**config.mk**
```make
export PLATFORM = sky130hd
export DESIGN_NAME = bsg_axil_csr_responder_flat
export DESIGN_NICKNAME = d
export VERILOG_FILES = /design/src/rtl/bsg_axil_pkg.sv /design/src/rtl/bsg_axil_csr_responder_if.sv /design/src/rtl/bsg_axil_csr_decode.sv /design/src/rtl/bsg_axil_csr_responder.sv /design/src/flat_wrapper.sv
export SDC_FILE = /design/constraint.sdc
export NUM_CORES = 1
export LEC_CHECK = 0
export CORE_ASPECT_RATIO = 0.7
export CORE_MARGIN = 5
export CORE_UTILIZATION = 40
export CTS_BUF_LIST = sky130_fd_sc_hd__clkbuf_8
export DETAILED_ROUTE_END_ITERATION = 6
export HOLD_SLACK_MARGIN = 0.12
export PLACE_DENSITY = 0.69
export RECOVER_POWER = 100
export SETUP_SLACK_MARGIN = 0.05
export SYNTH_ARGS = -nofsm -noshare
export SYNTH_HDL_FRONTEND = slang
export SYNTH_SLANG_ARGS = --single-unit
```
**constraint.sdc**
```tcl
create_clock -name clk_i -period 3.3 [get_ports clk_i]
set_clock_uncertainty 0.05 [all_clocks]
set_input_delay 0.495 -clock clk_i [delete_from_list [all_inputs] [get_ports clk_i]]
set_output_delay 0.495 -clock clk_i [all_outputs]
set_load 0.02 [all_outputs]
```
**src/rtl/bsg_axil_pkg.sv**
```systemverilog
// Shared AXI4-Lite definitions for the CSR responder and its helpers.
package bsg_axil_pkg;

  typedef enum logic [1:0] {
    OKAY   = 2'b00,
    EXOKAY = 2'b01,
    SLVERR = 2'b10,
    DECERR = 2'b11
  } axil_resp_e;

  localparam int unsigned axil_prot_width_lp = 3;

endpackage

```
**src/rtl/bsg_axil_csr_responder_if.sv**
```systemverilog
// AXI4-Lite bus bundle between an initiator (master) and the CSR responder (slave).
interface bsg_axil_csr_responder_if
  import bsg_axil_pkg::*;
  #(parameter int addr_width_p = 32,
    parameter int data_width_p = 32,
    localparam int strb_width_lp = data_width_p / 8);

  logic [addr_width_p-1:0]       awaddr_i;
  logic [axil_prot_width_lp-1:0] awprot_i;
  logic                          awvalid_i;
  logic                          awready_o;
  logic [data_width_p-1:0]       wdata_i;
  logic [strb_width_lp-1:0]      wstrb_i;
  logic                          wvalid_i;
  logic                          wready_o;
  logic [1:0]                    bresp_o;
  logic                          bvalid_o;
  logic                          bready_i;
  logic [addr_width_p-1:0]       araddr_i;
  logic [axil_prot_width_lp-1:0] arprot_i;
  logic                          arvalid_i;
  logic                          arready_o;
  logic [data_width_p-1:0]       rdata_o;
  logic [1:0]                    rresp_o;
  logic                          rvalid_o;
  logic                          rready_i;

  modport slave (
    input  awaddr_i, awprot_i, awvalid_i, wdata_i, wstrb_i, wvalid_i, bready_i,
           araddr_i, arprot_i, arvalid_i, rready_i,
    output awready_o, wready_o, bresp_o, bvalid_o, arready_o, rdata_o, rresp_o, rvalid_o
  );

  modport master (
    output awaddr_i, awprot_i, awvalid_i, wdata_i, wstrb_i, wvalid_i, bready_i,
           araddr_i, arprot_i, arvalid_i, rready_i,
    input  awready_o, wready_o, bresp_o, bvalid_o, arready_o, rdata_o, rresp_o, rvalid_o
  );

endinterface

```
**src/rtl/bsg_axil_csr_decode.sv**
```systemverilog
// Combinational byte-address to CSR-index decode with range check.
module bsg_axil_csr_decode
  #(parameter int addr_width_p = 32,
    parameter int data_width_p = 32,
    parameter int num_regs_p = 4,
    parameter longint unsigned base_addr_p = 0,
    localparam int strb_width_lp = data_width_p / 8,
    localparam int lg_strb_lp = $clog2(strb_width_lp),
    localparam int idx_width_lp = (num_regs_p > 1) ? $clog2(num_regs_p) : 1)
  (input  logic [addr_width_p-1:0] addr_i,
   output logic [idx_width_lp-1:0] idx_o,
   output logic                    in_range_o);

  localparam logic [addr_width_p-1:0] base_lp = addr_width_p'(base_addr_p);

  logic [addr_width_p:0]   off;
  logic [addr_width_p-1:0] off_words;

  // The extra top bit of off is the borrow: set when addr is below the base.
  always_comb begin
    off        = {1'b0, addr_i} - {1'b0, base_lp};
    off_words  = off[addr_width_p-1:0] >> lg_strb_lp;
    in_range_o = ~off[addr_width_p] && (off_words < addr_width_p'(num_regs_p));
    idx_o      = off_words[idx_width_lp-1:0];
  end

endmodule

```
**src/rtl/bsg_axil_csr_responder.sv**
```systemverilog
// AXI4-Lite responder exposing a bank of byte-writable CSRs to PL logic.
module bsg_axil_csr_responder
  import bsg_axil_pkg::*;
  #(parameter int addr_width_p = 32,
    parameter int data_width_p = 32,
    parameter int num_regs_p = 4,
    parameter longint unsigned base_addr_p = 0,
    localparam int strb_width_lp = data_width_p / 8,
    localparam int idx_width_lp = (num_regs_p > 1) ? $clog2(num_regs_p) : 1)
  (input  logic                               clk_i,
   input  logic                               reset_i,
   bsg_axil_csr_responder_if.slave            axil_s,
   output logic [num_regs_p*data_width_p-1:0] csr_o,
   output logic [num_regs_p-1:0]              csr_w_o);

  logic                     aw_full_q, aw_full_d;
  logic [addr_width_p-1:0]  aw_addr_q, aw_addr_d;
  logic                     w_full_q, w_full_d;
  logic [data_width_p-1:0]  w_data_q, w_data_d;
  logic [strb_width_lp-1:0] w_strb_q, w_strb_d;
  logic                     bvalid_q, bvalid_d;
  axil_resp_e               bresp_q, bresp_d;
  logic                     rvalid_q, rvalid_d;
  axil_resp_e               rresp_q, rresp_d;
  logic [data_width_p-1:0]  rdata_q, rdata_d;
  logic [data_width_p-1:0]  csr_q [num_regs_p];
  logic [data_width_p-1:0]  csr_d [num_regs_p];

  logic [idx_width_lp-1:0]  w_idx, r_idx;
  logic                     w_in_range, r_in_range;
  logic                     aw_hs, w_hs, ar_hs, commit;
  logic [data_width_p-1:0]  rd_word;

  logic unused_prot;
  assign unused_prot = ^{axil_s.awprot_i, axil_s.arprot_i};

  bsg_axil_csr_decode #(
    .addr_width_p(addr_width_p), .data_width_p(data_width_p),
    .num_regs_p(num_regs_p), .base_addr_p(base_addr_p)
  ) wr_decode (
    .addr_i(aw_addr_q), .idx_o(w_idx), .in_range_o(w_in_range)
  );

  bsg_axil_csr_decode #(
    .addr_width_p(addr_width_p), .data_width_p(data_width_p),
    .num_regs_p(num_regs_p), .base_addr_p(base_addr_p)
  ) rd_decode (
    .addr_i(axil_s.araddr_i), .idx_o(r_idx), .in_range_o(r_in_range)
  );

  assign axil_s.awready_o = ~aw_full_q;
  assign axil_s.wready_o  = ~w_full_q;
  assign axil_s.arready_o = ~rvalid_q;
  assign axil_s.bvalid_o  = bvalid_q;
  assign axil_s.bresp_o   = bresp_q;
  assign axil_s.rvalid_o  = rvalid_q;
  assign axil_s.rresp_o   = rresp_q;
  assign axil_s.rdata_o   = rdata_q;

  always_comb begin
    aw_hs  = axil_s.awvalid_i & ~aw_full_q;
    w_hs   = axil_s.wvalid_i & ~w_full_q;
    ar_hs  = axil_s.arvalid_i & ~rvalid_q;
    commit = aw_full_q & w_full_q & ~bvalid_q;

    aw_full_d = aw_full_q;
    aw_addr_d = aw_addr_q;
    w_full_d  = w_full_q;
    w_data_d  = w_data_q;
    w_strb_d  = w_strb_q;
    bvalid_d  = bvalid_q;
    bresp_d   = bresp_q;
    csr_w_o   = '0;
    for (int k = 0; k < num_regs_p; k++) csr_d[k] = csr_q[k];

    // Holding registers are never ready while full, so commit and capture cannot collide.
    if (aw_hs) begin
      aw_full_d = 1'b1;
      aw_addr_d = axil_s.awaddr_i;
    end
    if (w_hs) begin
      w_full_d = 1'b1;
      w_data_d = axil_s.wdata_i;
      w_strb_d = axil_s.wstrb_i;
    end

    if (bvalid_q && axil_s.bready_i) begin
      bvalid_d = 1'b0;
      bresp_d  = OKAY;
    end

    if (commit) begin
      aw_full_d = 1'b0;
      w_full_d  = 1'b0;
      bvalid_d  = 1'b1;
      if (w_in_range) bresp_d = OKAY;
      else            bresp_d = SLVERR;
      for (int k = 0; k < num_regs_p; k++) begin
        csr_w_o[k] = w_in_range && (w_idx == idx_width_lp'(k));
        if (csr_w_o[k]) begin
          for (int b = 0; b < strb_width_lp; b++) begin
            if (w_strb_q[b]) csr_d[k][8*b +: 8] = w_data_q[8*b +: 8];
          end
        end
      end
    end
  end

  // Reads sample the pre-commit CSR value, so a same-cycle write is not visible.
  always_comb begin
    rd_word = '0;
    for (int k = 0; k < num_regs_p; k++) begin
      if (r_in_range && (r_idx == idx_width_lp'(k))) rd_word = csr_q[k];
    end

    rvalid_d = rvalid_q;
    rresp_d  = rresp_q;
    rdata_d  = rdata_q;
    if (rvalid_q && axil_s.rready_i) begin
      rvalid_d = 1'b0;
      rresp_d  = OKAY;
      rdata_d  = '0;
    end
    if (ar_hs) begin
      rvalid_d = 1'b1;
      rdata_d  = rd_word;
      if (r_in_range) rresp_d = OKAY;
      else            rresp_d = SLVERR;
    end
  end

  always_comb begin
    for (int k = 0; k < num_regs_p; k++) csr_o[k*data_width_p +: data_width_p] = csr_q[k];
  end

  always_ff @(posedge clk_i) begin
    if (reset_i) begin
      aw_full_q <= 1'b0;
      w_full_q  <= 1'b0;
      bvalid_q  <= 1'b0;
      bresp_q   <= OKAY;
      rvalid_q  <= 1'b0;
      rresp_q   <= OKAY;
      rdata_q   <= '0;
      for (int k = 0; k < num_regs_p; k++) csr_q[k] <= '0;
    end else begin
      aw_full_q <= aw_full_d;
      w_full_q  <= w_full_d;
      bvalid_q  <= bvalid_d;
      bresp_q   <= bresp_d;
      rvalid_q  <= rvalid_d;
      rresp_q   <= rresp_d;
      rdata_q   <= rdata_d;
      for (int k = 0; k < num_regs_p; k++) csr_q[k] <= csr_d[k];
    end
  end

  // Holding-register payloads are qualified by their full flags.
  always_ff @(posedge clk_i) begin
    aw_addr_q <= aw_addr_d;
    w_data_q  <= w_data_d;
    w_strb_q  <= w_strb_d;
  end

endmodule

```
**src/flat_wrapper.sv**
```systemverilog
// flat-port wrapper written by rule: the top's interface ports become plain ports
module bsg_axil_csr_responder_flat import bsg_axil_pkg::*;
#(parameter int addr_width_p = 32,
    parameter int data_width_p = 32,
    parameter int num_regs_p = 4,
    parameter longint unsigned base_addr_p = 0,
    localparam int strb_width_lp = data_width_p / 8,
    localparam int idx_width_lp = (num_regs_p > 1) ? $clog2(num_regs_p) : 1)
  (clk_i, reset_i, csr_o, csr_w_o, axil_s_awaddr_i, axil_s_awprot_i, axil_s_awvalid_i, axil_s_wdata_i, axil_s_wstrb_i, axil_s_wvalid_i, axil_s_bready_i, axil_s_araddr_i, axil_s_arprot_i, axil_s_arvalid_i, axil_s_rready_i, axil_s_awready_o, axil_s_wready_o, axil_s_bresp_o, axil_s_bvalid_o, axil_s_arready_o, axil_s_rdata_o, axil_s_rresp_o, axil_s_rvalid_o);
  bsg_axil_csr_responder_if #(.addr_width_p(addr_width_p), .data_width_p(data_width_p)) axil_s_i ();
  input  logic clk_i;
  input  logic reset_i;
  output logic [num_regs_p*data_width_p-1:0] csr_o;
  output logic [num_regs_p-1:0] csr_w_o;
  input wire logic [$bits(axil_s_i.awaddr_i)-1:0] axil_s_awaddr_i;
  input wire logic [$bits(axil_s_i.awprot_i)-1:0] axil_s_awprot_i;
  input wire logic [$bits(axil_s_i.awvalid_i)-1:0] axil_s_awvalid_i;
  input wire logic [$bits(axil_s_i.wdata_i)-1:0] axil_s_wdata_i;
  input wire logic [$bits(axil_s_i.wstrb_i)-1:0] axil_s_wstrb_i;
  input wire logic [$bits(axil_s_i.wvalid_i)-1:0] axil_s_wvalid_i;
  input wire logic [$bits(axil_s_i.bready_i)-1:0] axil_s_bready_i;
  input wire logic [$bits(axil_s_i.araddr_i)-1:0] axil_s_araddr_i;
  input wire logic [$bits(axil_s_i.arprot_i)-1:0] axil_s_arprot_i;
  input wire logic [$bits(axil_s_i.arvalid_i)-1:0] axil_s_arvalid_i;
  input wire logic [$bits(axil_s_i.rready_i)-1:0] axil_s_rready_i;
  output wire logic [$bits(axil_s_i.awready_o)-1:0] axil_s_awready_o;
  output wire logic [$bits(axil_s_i.wready_o)-1:0] axil_s_wready_o;
  output wire logic [$bits(axil_s_i.bresp_o)-1:0] axil_s_bresp_o;
  output wire logic [$bits(axil_s_i.bvalid_o)-1:0] axil_s_bvalid_o;
  output wire logic [$bits(axil_s_i.arready_o)-1:0] axil_s_arready_o;
  output wire logic [$bits(axil_s_i.rdata_o)-1:0] axil_s_rdata_o;
  output wire logic [$bits(axil_s_i.rresp_o)-1:0] axil_s_rresp_o;
  output wire logic [$bits(axil_s_i.rvalid_o)-1:0] axil_s_rvalid_o;
  assign axil_s_i.awaddr_i = axil_s_awaddr_i;
  assign axil_s_i.awprot_i = axil_s_awprot_i;
  assign axil_s_i.awvalid_i = axil_s_awvalid_i;
  assign axil_s_i.wdata_i = axil_s_wdata_i;
  assign axil_s_i.wstrb_i = axil_s_wstrb_i;
  assign axil_s_i.wvalid_i = axil_s_wvalid_i;
  assign axil_s_i.bready_i = axil_s_bready_i;
  assign axil_s_i.araddr_i = axil_s_araddr_i;
  assign axil_s_i.arprot_i = axil_s_arprot_i;
  assign axil_s_i.arvalid_i = axil_s_arvalid_i;
  assign axil_s_i.rready_i = axil_s_rready_i;
  assign axil_s_awready_o = axil_s_i.awready_o;
  assign axil_s_wready_o = axil_s_i.wready_o;
  assign axil_s_bresp_o = axil_s_i.bresp_o;
  assign axil_s_bvalid_o = axil_s_i.bvalid_o;
  assign axil_s_arready_o = axil_s_i.arready_o;
  assign axil_s_rdata_o = axil_s_i.rdata_o;
  assign axil_s_rresp_o = axil_s_i.rresp_o;
  assign axil_s_rvalid_o = axil_s_i.rvalid_o;
  bsg_axil_csr_responder #(.addr_width_p(addr_width_p), .data_width_p(data_width_p), .num_regs_p(num_regs_p), .base_addr_p(base_addr_p)) u_core (.clk_i(clk_i), .reset_i(reset_i), .axil_s(axil_s_i), .csr_o(csr_o), .csr_w_o(csr_w_o));
endmodule
```
==> impl_metrics.env, run 1 <==
export IMPL_outcome="complete, but fails checks"
export IMPL_violations="capacitance limit, slew limit"
export IMPL_die_area_um2=28450
export IMPL_cpMaxStageDelayCell="dlygate4sd3_1"
export IMPL_netlist_area_um2=10050
export IMPL_ioPinCount=286
export IMPL_ys_ff_latch=232
export IMPL_root_buffer="clkbuf_8"
export IMPL_dpl_hpwl_um=19870
export IMPL_post_drt_wl_per_cell_um=20.18
export IMPL_drive_above_1_share=0.08790
export IMPL_slew_headroom=-0.1040
export IMPL_cts_path_max_buffers=3
export IMPL_antenna_found_initial=3
export IMPL_syn_to_final_growth_pct=34.78
export IMPL_seq_area_frac_synth=0.5278
export IMPL_diodes=0
export IMPL_clock_sinks=232
export IMPL_grt_pass1_wl_um=44870
export IMPL_design_core_area_um2=24680
export IMPL_maxCapViolCount=2
export IMPL_worstMarginPinSlew_ps=1656
export IMPL_antenna_left=0
export IMPL_place_gp_congestion=0.8108
export IMPL_first_iter_violations=303
export IMPL_slowest_delay_ps=690
export IMPL_dieHeight_um=142.6
export IMPL_worstPathCellList="nor4_4, and4_1, nand2_1, nor2_1, dlygate4sd3_1"
export IMPL_fin_nets=1233
export IMPL_holdPathEnd="u_core.axil_s.rdata_o[10]"
export IMPL_overflow=0
export IMPL_cts_tree="done"
export IMPL_avgSynthCellArea_um2=11.81
export IMPL_first_global_vias=7574
export IMPL_slew_viol_final=99
export IMPL_leakage_uw=0.005799
export IMPL_setup_tns_ps=0
export IMPL_ys_types=37
export IMPL_finalCritPeriodShare=0.9448
export IMPL_cp_end_kind="output pin"
export IMPL_insertion_delay_ps=520
export IMPL_cp_start_kind="register"
export IMPL_fmaxAchievable_mhz=320.7
export IMPL_critical_path_class="register to output pin"
export IMPL_worstPathRequired_ps=2750
export IMPL_routed_wl_um=29750
export IMPL_r2r_slack_ps=660
export IMPL_post_route_util=0.5488
export IMPL_min_path_cells=2
export IMPL_dr_pass1_iters=5
export IMPL_layout_commonest_cell="dlygate4sd3_1"
export IMPL_yosys_warnings=0
export IMPL_setup_viol=0
export IMPL_avgViaCountPerCell=5.078
export IMPL_finalHoldViolCount=0
export IMPL_hp_start="u_core.axil_s.rdata_o[10]"
export IMPL_r2r_cells=5
export IMPL_portBuffers=273
export IMPL_initial_core_util=0.4072
export IMPL_min_path_type="register to register"
export IMPL_final_cell_mix="dlygate4sd3_1 (239), dfxtp_1 (166), nand2b_1 (160)"
export IMPL_reg2reg_from="u_core.aw_addr_q[14]"
export IMPL_grt_usage=0.2026
export IMPL_vias=7485
export IMPL_cp_max_fo=5
export IMPL_drc=0
export IMPL_r2r_end="u_core.csr_q[0][14]"
export IMPL_die_w_um=199.5
export IMPL_worst_endpoint_arrival_ps=2570
export IMPL_timing_final_crit_period_ps=3118
export IMPL_vdd_drop_max_mv=0.2107
export IMPL_syn_instance_count=851
export IMPL_power_density_nw_per_um2=427.9
export IMPL_grt_setup_unrepaired="no"
export IMPL_grt_max_degree=101
export IMPL_cts_max_level=2
export IMPL_cts_buffers=39
export IMPL_rows=48
export IMPL_path_clk_slew_ps=60
## state kept, by name (all words and copies together), names as in the netlist
register / count
u_core.aw_addr_q: 30
u_core.axil_s.bresp_o: 1
u_core.w_full_q: 1
u_core.w_data_q: 32
u_core.w_strb_q: 4
u_core.axil_s.rvalid_o: 1
u_core.axil_s.bvalid_o: 1
u_core.axil_s.rdata_o: 32
u_core.aw_full_q: 1
u_core.axil_s.rresp_o: 1
u_core.csr_q: 128
## critical path, delay by kind of cell (launching register included)
kind,cells,cell delay [ps]
and+or+nand+nor,4,950
buffers and inverters,1,690
DFF,1,420
## per-layer routing
metal / share of wire / GRT usage / up-vias
li1: - / - / 3606
met1: 0.46 / 0.2791 / 3569
met2: 0.44 / 0.3221 / 270
met3: 0.086 / 0.05660 / 38
met4: 0.014 / 0.04359 / 2
met5: 0.00044 / 0 / -
## how the worst max path moves through the flow
stage | startpoint | to | slack, ps | cells after the start
after CTS | u_core.aw_addr_q[16] | csr_w_o[0] | 70 | 5
after global routing | u_core.aw_addr_q[21] | csr_w_o[3] | 50 | 5
after floorplan | axil_s_wvalid_i | u_core.w_data_q[0] | 700 | 1
after detailed placement | axil_s_araddr_i[27] | u_core.axil_s.rdata_o[29] | 530 | 6
final | u_core.aw_addr_q[21] | csr_w_o[3] | 180 | 5
after global placement | axil_s_araddr_i[8] | u_core.axil_s.rdata_o[25] | 570 | 6
## cell families (layout without fill, tap and decap cells)
logic type / after synthesis / in the layout / share of synthesized area
and+or+nand+nor: 323 / 323 / 0.2160
DFF: 232 / 232 / 0.5278
muxes: 128 / 128 / 0.1275
AOI/OAI and AO/OA: 104 / 104 / 0.09822
buffers and inverters: 63 / 360 / 0.03012
other: 1 / 2 / 0.0003731
## stage by stage
step / instance area (um^2) / std cells / hold WS, ps / setup slack (ps) / total power (uW)
2_1_floorplan: 10050 / 852 / 451.3 / 703.0 / 3254
3_3_place_gp: 13040 / 1404 / 387.3 / 571.0 / 3457
3_5_place_dp: 13040 / 1404 / 396.7 / 526.7 / 3462
4_1_cts: 13780 / 1474 / 409.8 / 72.57 / 5903
5_1_grt: 13550 / 1474 / 428.4 / 52.47 / 6048
6_report: 13550 / 1474 / 399.6 / 182.2 / 5797
## where the power goes
| group | internal [uW] | switching (uW) | leakage (uW) |
|---|---|---|---|
| registers | 3000 | 29.9 | 0.00197 |
| clock network | 1270 | 1160 | 0.000434 |
| logic | 161 | 184 | 0.00340 |
## area by class of cell
cell class	count	area, um^2
clock buffer	46	633.1
inverter	4	15.01
clock inverter	24	106.4
multi-input combinational	557	4262
timing repair buffer	286	2819
fill	2220	11140
tap	325	406.6
sequential	232	5305
## cell usage after synthesis (all sizes together)
master | n | area (um^2)
nand2b | 160 | 1001
edfxtp | 66 | 1982
a211oi | 33 | 247.7
conb | 1 | 3.750
a21oi | 4 | 20.02
a21o | 1 | 7.510
and4 | 2 | 17.52
nor4 | 14 | 165.2
inv | 4 | 15.01
and3b | 1 | 8.760
buf | 12 | 111.4
nand3 | 5 | 25.02
nand2 | 35 | 131.4
and3 | 2 | 12.51
nor3 | 7 | 80.07
a2111oi | 32 | 316.6
nand3b | 1 | 7.510
nor2b | 69 | 431.7
nor2 | 10 | 37.54
dfxtp | 166 | 3323
mux2i | 128 | 1281
or3 | 1 | 6.260
clkbuf | 47 | 176.4
o21ai | 2 | 10.01
o31ai | 32 | 385.4
nand4 | 16 | 246.5
## timing repair
item	in CTS	in global routing
endpoints found under the setup margin	0	3
resized for setup	0	3
setup buffers	0	0
hold buffers	0	0
(Power assumes the default switching activity.)
==> run 2, diff against run 1 <==
==> constraint.sdc (replaced) <==
create_clock -name clk_i -period 3.3 [get_ports clk_i]
set_clock_uncertainty 0.05 [all_clocks]
set_input_delay 0.99 -clock clk_i [delete_from_list [all_inputs] [get_ports clk_i]]
set_output_delay 0.99 -clock clk_i [all_outputs]
set_load 0.02 [all_outputs]
==> run 2 against run 1 <==
The flow still finishes with violations (capacitance limit, slew limit). Combinational power rose by 4%. Routed wire length rose by 2.4%. Utilization rose by 0.94 points. Via count rose by 1.1%. Setup slack got worse by 80 ps. Hold slack got worse by 6.9 ps. Clock-buffer cell count rose by 6. Cell count rose by 0.68%. Clock power rose by 9.5%. First-iteration DRC count rose by 32%. Critical path type unchanged. Largest power group unchanged.
==> impl_metrics.env, run 2 (same netlist as run 1, synthesis figures left out) <==
export IMPL_outcome="complete, but fails checks"
export IMPL_violations="capacitance limit, slew limit"
export IMPL_antenna_found_initial=3
export IMPL_finalCritPeriodShare=0.9691
export IMPL_first_global_vias=7555
export IMPL_timing_final_crit_period_ps=3198
export IMPL_switching_share=0.2292
export IMPL_root_buffer="clkbuf_8"
export IMPL_holdWs_ps=392.7
export IMPL_fin_nets=1242
export IMPL_cts_tree="done"
export IMPL_initial_core_util=0.4072
export IMPL_crit_family="simple AND/OR/NAND/NOR gates"
export IMPL_min_path_type="register to register"
export IMPL_syn_to_final_growth_pct=37.08
export IMPL_post_drt_wl_per_cell_um=20.53
export IMPL_post_cts_buffers=0
export IMPL_grt_setup_unrepaired="no"
export IMPL_cp_max_fo=5
export IMPL_worstMarginPinSlew_ps=2462
export IMPL_largest_reg_flops=128
export IMPL_grt_max_degree=160
export IMPL_maxCapViolCount=2
export IMPL_slowest_delay_ps=410
export IMPL_dr_pass1_iters=4
export IMPL_cp_start_kind="register"
export IMPL_cts_buffers=40
export IMPL_final_cell_mix="dlygate4sd3_1 (237), dfxtp_1 (166), nand2b_1 (160)"
export IMPL_drc=0
export IMPL_clock_sinks=232
export IMPL_dieHeight_um=142.6
export IMPL_setup_tns_ps=0
export IMPL_drive_above_1_share=0.1035
export IMPL_path_clk_slew_ps=60
export IMPL_leakage_uw=0.006004
export IMPL_cts_path_max_buffers=3
export IMPL_slew_headroom=-0.6413
export IMPL_die_area_um2=28450
export IMPL_layout_commonest_cell="dlygate4sd3_1"
export IMPL_worstPathCellList="nor4_4, and4_4, and3_1, dlygate4sd2_1"
export IMPL_regMostFlops="u_core.csr_q"
export IMPL_avgViaCountPerCell=5.102
export IMPL_dpl_hpwl_um=20450
export IMPL_portBuffers=273
export IMPL_worst_endpoint_arrival_ps=2160
export IMPL_power_frac_comb=0.059
export IMPL_setup_viol=0
export IMPL_nFillCells=2190
export IMPL_cp_end_kind="output pin"
export IMPL_rows=48
export IMPL_overflow=0
export IMPL_cpMaxStageDelayCell="edfxtp_1"
export IMPL_antenna_left=0
export IMPL_cts_max_level=2
export IMPL_die_w_um=199.5
export IMPL_insertion_delay_ps=530
export IMPL_finalHoldViolCount=0
export IMPL_grt_usage=0.2044
export IMPL_netSwitchingPower_uw=1384
export IMPL_crit_buf_inv=1
export IMPL_first_iter_violations=400
export IMPL_grt_pass1_wl_um=45140
export IMPL_design_core_area_um2=24680
export IMPL_p_clk_frac=0.439
export IMPL_vias=7571
export IMPL_fmaxAchievable_mhz=312.7
export IMPL_postCtsHoldBufs=0
export IMPL_critical_path_class="register to output pin"
export IMPL_vdd_drop_max_mv=0.2064
export IMPL_diodes=0
export IMPL_place_gp_congestion=0.7884
export IMPL_slew_viol_final=191
export IMPL_worstPathRequired_ps=2260
export IMPL_p_int_uw=4654
export IMPL_power_density_nw_per_um2=438.2
export IMPL_ioPinCount=286
export IMPL_pwr_share_seq=0.502
export IMPL_routed_wl_um=30460
[run 2: cell types whose count changed in the layout (fill, tap and decap cells not counted), sizes merged]
cell,change
buf,+10
bufinv,+1
clkbuf,+6
clkdlybuf4s50,-2
clkinv,-4
clkinvlp,-1
dlygate4sd2,+2
dlygate4sd3,-2
[run 2: tightest hold or removal path, delay by kind of cell (launching register included)]
| kind | cells | cell delay [ps] |
|---|---|---|
| flip-flops | 1 | 320 |
| AND/OR/NAND/NOR | 1 | 50 |
| AO/OA/AOI/OAI | 1 | 50 |
[run 2: worst paths after layout]
check                            startpoint                   endpoint  slack (ps)  cells after the start
hold / removal    u_core.axil_s.rdata_o[23]  u_core.axil_s.rdata_o[23]         390                      2
hold reg to reg   u_core.axil_s.rdata_o[23]  u_core.axil_s.rdata_o[23]         390                      2
setup / recovery       u_core.aw_addr_q[17]                 csr_w_o[1]         100                      4
setup reg to reg       u_core.aw_addr_q[17]         u_core.csr_q[3][5]         630                      4
[run 2: routing by layer]
layer | vias up | global-route usage | wire (um)
met4 | 2 | 0.04680 | 437
li1 | 3626 | - | -
met3 | 44 | 0.05991 | 2482
met1 | 3637 | 0.2820 | 14000
met2 | 262 | 0.3209 | 13530
met5 | - | 0 | 13
[run 2: layout make-up]
| type | instances | area, um^2 | share of cell area |
|---|---|---|---|
| flip-flops and latches | 232 | 5305 | 0.3850 |
| multi-input cells | 557 | 4342 | 0.3151 |
| repair buffers | 294 | 2884 | 0.2093 |
| clock buffers | 52 | 715.7 | 0.05194 |
| well taps | 325 | 406.6 | 0.02951 |
| clock inverters | 20 | 110.1 | 0.007991 |
| inverters | 4 | 15.01 | 0.001090 |
[run 2: repair_timing]
item,CTS,global route
gates resized for setup,15,5
endpoints found under the hold margin,0,0
setup endpoints to repair,4,4
pin swaps,0,2
[run 2: power groups by stage]
stage	clock network, uW	registers (uW)	logic (uW)
after global placement	0	3080	381
final	2650	3030	359
after global routing	2870	3030	386
after floorplan	0	3080	170
after CTS	2730	3030	387
after detailed placement	0	3090	385
[run 2: metrics by stage]
step / utilization / instances / power (uW) / cell area [um^2] / setup slack, ps
after floorplan: - / 852 / 3254 / 10050 / 208.0
after global placement: 0.5321 / 1412 / 3465 / 13140 / 149.7
after detailed placement: 0.5321 / 1412 / 3472 / 13140 / 58.24
after CTS: 0.5668 / 1484 / 6151 / 13990 / 51.57
after global routing: 0.5582 / 1484 / 6286 / 13780 / 27.17
final: 0.5582 / 1484 / 6038 / 13780 / 102.0
